$ cat src/rtl/riscv_pkg.sv
// Shared decode constants and ALU operation encoding
// for the RV32I integer execute core.
package riscv_pkg;

    localparam logic [6:0] OPC_OP    = 7'b0110011;
    localparam logic [6:0] OPC_OPIMM = 7'b0010011;

    localparam logic [2:0] F3_ADD  = 3'b000;
    localparam logic [2:0] F3_SLL  = 3'b001;
    localparam logic [2:0] F3_SLT  = 3'b010;
    localparam logic [2:0] F3_SLTU = 3'b011;
    localparam logic [2:0] F3_XOR  = 3'b100;
    localparam logic [2:0] F3_SR   = 3'b101;
    localparam logic [2:0] F3_OR   = 3'b110;
    localparam logic [2:0] F3_AND  = 3'b111;

    localparam logic [6:0] F7_BASE = 7'b0000000;
    localparam logic [6:0] F7_ALT  = 7'b0100000;

    typedef enum logic [3:0] {
        ALU_ADD,
        ALU_SUB,
        ALU_SLL,
        ALU_SLT,
        ALU_SLTU,
        ALU_XOR,
        ALU_SRL,
        ALU_SRA,
        ALU_OR,
        ALU_AND
    } alu_op_t;

endpackage

$ cat src/rtl/riscv_alu.sv
// Combinational RV32I integer ALU.
// Shift amounts use only the low five bits of operand b.
module riscv_alu
    import riscv_pkg::*;
#(
    parameter int WIDTH = 32
) (
    input  logic [WIDTH-1:0] a,
    input  logic [WIDTH-1:0] b,
    input  alu_op_t          op,
    output logic [WIDTH-1:0] result
);

    logic [4:0] shamt;

    assign shamt = b[4:0];

    always_comb begin
        result = '0;
        unique case (op)
            ALU_ADD:  result = a + b;
            ALU_SUB:  result = a - b;
            ALU_SLL:  result = a << shamt;
            ALU_SLT:  result = {{(WIDTH-1){1'b0}},
                                ($signed(a) < $signed(b))};
            ALU_SLTU: result = {{(WIDTH-1){1'b0}}, (a < b)};
            ALU_XOR:  result = a ^ b;
            ALU_SRL:  result = a >> shamt;
            ALU_SRA:  result = $unsigned($signed(a) >>> shamt);
            ALU_OR:   result = a | b;
            ALU_AND:  result = a & b;
            default:  result = '0;
        endcase
    end

endmodule

$ cat src/rtl/riscv_exec_top.sv
// Single-cycle RV32I OP / OP-IMM execute core with a 32x32
// register file; result is written back and registered on rd.
module riscv_exec_top
    import riscv_pkg::*;
#(
    parameter int WIDTH = 32
) (
    input  logic             clk,
    input  logic             rst,
    input  logic [WIDTH-1:0] addr,
    output logic [WIDTH-1:0] rd
);

    logic [6:0]       opcode;
    logic [4:0]       rd_idx;
    logic [2:0]       funct3;
    logic [4:0]       rs1_idx;
    logic [4:0]       rs2_idx;
    logic [6:0]       funct7;
    logic [WIDTH-1:0] imm;
    logic [WIDTH-1:0] shamt_ext;

    logic [WIDTH-1:0] regs_q [32];
    logic [WIDTH-1:0] regs_d [32];
    logic [WIDTH-1:0] rd_q;
    logic [WIDTH-1:0] rd_d;

    logic [WIDTH-1:0] rs1_val;
    logic [WIDTH-1:0] rs2_val;
    logic [WIDTH-1:0] op_b;
    logic [WIDTH-1:0] alu_res;
    alu_op_t          alu_op;
    logic             valid;
    logic             f7_ok;

    assign opcode    = addr[6:0];
    assign rd_idx    = addr[11:7];
    assign funct3    = addr[14:12];
    assign rs1_idx   = addr[19:15];
    assign rs2_idx   = addr[24:20];
    assign funct7    = addr[31:25];
    assign imm       = {{(WIDTH-12){addr[31]}}, addr[31:20]};
    assign shamt_ext = {{(WIDTH-5){1'b0}}, addr[24:20]};

    assign rs1_val = (rs1_idx == 5'd0) ? '0 : regs_q[rs1_idx];
    assign rs2_val = (rs2_idx == 5'd0) ? '0 : regs_q[rs2_idx];

    // The alternate funct7 only exists for SUB and SRA.
    assign f7_ok = (funct7 == F7_BASE) ||
                   ((funct7 == F7_ALT) &&
                    ((funct3 == F3_ADD) || (funct3 == F3_SR)));

    always_comb begin
        alu_op = ALU_ADD;
        op_b   = rs2_val;
        valid  = 1'b0;
        unique case (opcode)
            OPC_OP: begin
                valid = f7_ok;
                op_b  = rs2_val;
            end
            OPC_OPIMM: begin
                valid = 1'b1;
                if ((funct3 == F3_SLL) || (funct3 == F3_SR)) begin
                    op_b = shamt_ext;
                end else begin
                    op_b = imm;
                end
            end
            default: begin
                valid = 1'b0;
            end
        endcase

        unique case (funct3)
            F3_ADD: begin
                if ((opcode == OPC_OP) && funct7[5]) begin
                    alu_op = ALU_SUB;
                end else begin
                    alu_op = ALU_ADD;
                end
            end
            F3_SLL:  alu_op = ALU_SLL;
            F3_SLT:  alu_op = ALU_SLT;
            F3_SLTU: alu_op = ALU_SLTU;
            F3_XOR:  alu_op = ALU_XOR;
            F3_SR:   alu_op = funct7[5] ? ALU_SRA : ALU_SRL;
            F3_OR:   alu_op = ALU_OR;
            F3_AND:  alu_op = ALU_AND;
            default: alu_op = ALU_ADD;
        endcase
    end

    riscv_alu #(
        .WIDTH(WIDTH)
    ) u_alu (
        .a      (rs1_val),
        .b      (op_b),
        .op     (alu_op),
        .result (alu_res)
    );

    always_comb begin
        for (int i = 0; i < 32; i++) begin
            regs_d[i] = regs_q[i];
        end
        rd_d = '0;
        if (valid) begin
            rd_d = alu_res;
            if (rd_idx != 5'd0) begin
                regs_d[rd_idx] = alu_res;
            end
        end
    end

    always_ff @(posedge clk or negedge rst) begin
        if (!rst) begin
            for (int i = 0; i < 32; i++) begin
                regs_q[i] <= '0;
            end
            rd_q <= '0;
        end else begin
            for (int i = 0; i < 32; i++) begin
                regs_q[i] <= regs_d[i];
            end
            rd_q <= rd_d;
        end
    end

    assign rd = rd_q;

endmodule

$ cat config.mk
export PLATFORM = sky130hd
export DESIGN_NAME = riscv_exec_top
export DESIGN_NICKNAME = d
export VERILOG_FILES = /design/src/rtl/riscv_pkg.sv /design/src/rtl/riscv_alu.sv /design/src/rtl/riscv_exec_top.sv
export SDC_FILE = /design/constraint.sdc
export NUM_CORES = 2
export LEC_CHECK = 0
export ABC_CLOCK_PERIOD_IN_PS = 5640
export CAP_MARGIN = 20
export CORE_ASPECT_RATIO = 0.8
export CORE_MARGIN = 2
export CORE_UTILIZATION = 50
export CTS_CLUSTER_DIAMETER = 100
export CTS_CLUSTER_SIZE = 16
export DETAILED_ROUTE_END_ITERATION = 16
export PLACE_DENSITY = 0.68
export SLEW_MARGIN = 20
export SYNTH_ARGS = -nofsm -noshare
export SYNTH_HDL_FRONTEND = slang
export SYNTH_SLANG_ARGS = --single-unit
export TNS_END_PERCENT = 10
$ cat constraint.sdc
create_clock -name clk -period 5.64 [get_ports clk]
set_input_delay 0.564 -clock clk [delete_from_list [all_inputs] [get_ports clk]]
set_output_delay 0.564 -clock clk [all_outputs]
set_load 0.005 [all_outputs]
==> run metrics <==
postcts setup bufs 0; max cap viols 0; status completed; Max FO, Critical Path 32; area grow syn2layout 15.4%; post-route ant nets 0; clock sinks 1056; Post-Syn Area 63100 µm²; Die W 401 µm; Layout fillers 10.5k; dpl hpwl 179 mm; number of synthesized register bits 1056; min Tclk post-route 5.54 ns; total track usage 38.5%; Hold Slack 0.382 ns; HP Class reg2reg; RSZ-0062 raised after global routing true; leakage 31.8 nW; Port-buffer cells 65; number of CTS-inserted buffers 75; Worst-Skew Late Latency 0.70 ns; core area 125000 µm²; vias 55.2k; nets 6705; Ports 66; R2R depth 21; EDFF count, synth 0; vias in the first global route 52.9k; Most Frequent Cell on Critical Path buf_4; first drt pass iteration count 7; Final Skew 0.0392 ns; synth unique cells 107; initial antenna violation count 8; register area share after synthesis 41.9%; CP max stage delay 0.46 ns; Syn Area/Cell 10.1 µm²; Hold Crit Depth 0; number of hold violations in the final report 0; first-pass GRT wire length 365 mm; vias per cell 6.71; Crit-path slowest cell or3_1; CP arrival 6.05 ns; Slew @ Worst Pin 1.12 ns; DR WL/cell 30.5 µm; Multi-input gate area 34000 µm²; Routed Wire Length 251 mm; warnings from Yosys 0; clock edge transition at the registers on the reported setup and hold paths 0.07 ns; setup violators final 0; Post-synth ARST share 100%; global-route congestion overflow total 0; crit start category input port; period utilisation layout 98.2%; CTS tree built; max frequency 181 MHz; pin count of the biggest net entering global routing 177; slew margin rel. 25.1%; RD Place Congestion 1.05; Worst EP required 6.16 ns; DRC violations left 0; Syn Nets 6380; Slew Limit Fails 0; power density over the cells 220 nW/µm²; DIE AREA 129000 µm²; H-tree depth 3; DRT iter0 DRCs 8313; Cells after Synth 6245; CP Class in2reg; share of layout cells above drive strength 1 24.8%; FF/Latch Area 26400 µm²; CP Cell Sequence buf_2 -> buf_4 -> nor2b_4 -> buf_4 -> a22oi_1 -> a31oi_1 -> o41ai_4 -> inv_4 -> ha_1 -> nand2b_1 -> a221oi_1 -> buf_4 -> nor4b_4 -> or3_1 -> o2111a_2 -> o22ai_2 -> a2111oi_2 -> buf_4 -> o21ai_1 -> xnor2_1 -> a221o_1 -> a211oi_4 -> buf_12 -> o21ai_0; die height 322 µm; Clock Tree Buf Depth 3; Worst Setup End Kind flop; Power, Total 16.0 mW; dominant synthesized flop cell dfrtp_1; Root Driver clkbuf_16; starting density of the core 50.4%; Row Count 116; worst ir drop on vdd 0.000209 V
state kept, by name, summed over array words and instances (netlist names):
register / count
regs_q: 1024
rd: 32
per-layer routing:
metal	vias to the layer above	track usage [%]	part of all wire, %
li1	23300	-	-
met1	27500	53.8	39
met2	3768	53.9	41
met3	645	13.8	14
met4	10	17.0	5.2
met5	-	0	0.025
logic make-up after synthesis:
family,Yosys count,share of synthesized area (%)
buffers and inverters,729,5.26
muxes,762,22.0
AOI/OAI and AO/OA,1765,16.6
xor gates and xnor gates,28,0.389
and+or+nand+nor,1804,11.8
adders and majority gates,101,2.03
DFF,1056,41.9
Yosys cell counts, types with 28 or more instances:
library cell     n  area (µm²)
mux2_2          76         856
clkbuf_1       412        1550
dfrtp_1       1056       26400
buf_6           32         360
a22o_1          30         263
nand2_1        654        2450
nor3_1          69         345
nor2b_1         33         206
buf_1           32         120
a211oi_1        44         330
a221oi_1        28         245
nor2_1         865        3250
o21ai_1         36         180
mux2i_1        189        1890
buf_2          104         521
o22ai_1         59         369
mux4_2         493       11100
o21ai_0        533        2670
a22oi_1         54         405
ha_1            99        1240
nand3_1         38         190
inv_1          101         379
a21oi_1        699        3500
placed cells by master (no fill, tap or decap), types with 65 or more instances in the layout:
master	synthesis	layout
buf_12	2	94
a21oi_1	699	695
inv_1	101	100
mux2i_1	189	188
ha_1	99	98
buf_4	26	701
dfrtp_1	1056	1056
nor2_1	865	838
nand2_1	654	645
clkbuf_16	0	76
nor3_1	69	65
o21ai_0	533	527
mux4_2	493	493
mux2_2	76	76
worst paths after layout:
check | end | slack, ns | from
max | regs_q[411]$_DFFE_PN0P_ | 0.10 | addr[18]
min | regs_q[996]$_DFFE_PN0P_ | 0.38 | regs_q[996]$_DFFE_PN0P_
max in group asynchronous | regs_q[265]$_DFFE_PN0P_ | 3.64 | rst
min in group asynchronous | regs_q[689]$_DFFE_PN0P_ | 0.50 | rst
min reg2reg | regs_q[996]$_DFFE_PN0P_ | 0.38 | regs_q[996]$_DFFE_PN0P_
max reg2reg | regs_q[411]$_DFFE_PN0P_ | 0.12 | regs_q[623]$_DFFE_PN0P_
repair_timing:
item	CTS	global route
hold endpoints to repair	76	0
resized for setup	4	35
endpoints found under the setup margin	157	478
pin swaps	0	1
hold buffers	1	0
per-stage QoR:
| step | instances | cell area [µm²] | setup slack (ns) | setup TNS [ns] | util (%) |
|---|---|---|---|---|---|
| 2_1_floorplan | 6245 | 63600 | 0.00367 | 0 | - |
| 3_3_place_gp | 8142 | 70600 | -0.819 | -384.40 | 56.4 |
| 3_5_place_dp | 8143 | 70600 | -0.923 | -432.33 | 56.4 |
| 4_1_cts | 8225 | 72600 | 0.0600 | 0 | 58.0 |
| 5_1_grt | 8226 | 72800 | -0.0153 | -0.0505 | 58.2 |
| 6_report | 8229 | 72800 | 0.103 | 0 | 58.2 |
worst max-delay path, delay by kind of cell:
| family | cells | cell delay [ns] |
|---|---|---|
| simple gates | 4 | 1.00 |
| compound gates | 11 | 2.56 |
| buf+inv | 7 | 1.54 |
| xor+xnor | 1 | 0.10 |
| fa+ha+maj | 1 | 0.27 |
layout make-up:
cell class	instances	area share (%)
antenna	3	0.0103
sequential	1056	36.3
multi-input combinational	4460	46.7
inverter	113	0.590
timing repair buffer	864	10.8
tap	1652	2.84
clock buffer	76	2.61
clock inverter	5	0.0860
where the power goes:
group          total [mW]  switching [mW]  internal (mW)  leakage (nW)
Sequential           7.70          0.0635           7.64          14.7
Clock                5.15            2.74           2.41         0.967
Combinational        3.13            1.97           1.16          16.1
Total                16.0            4.78           11.2          31.8
No activity file was read; power rests on OpenSTA's default activity.
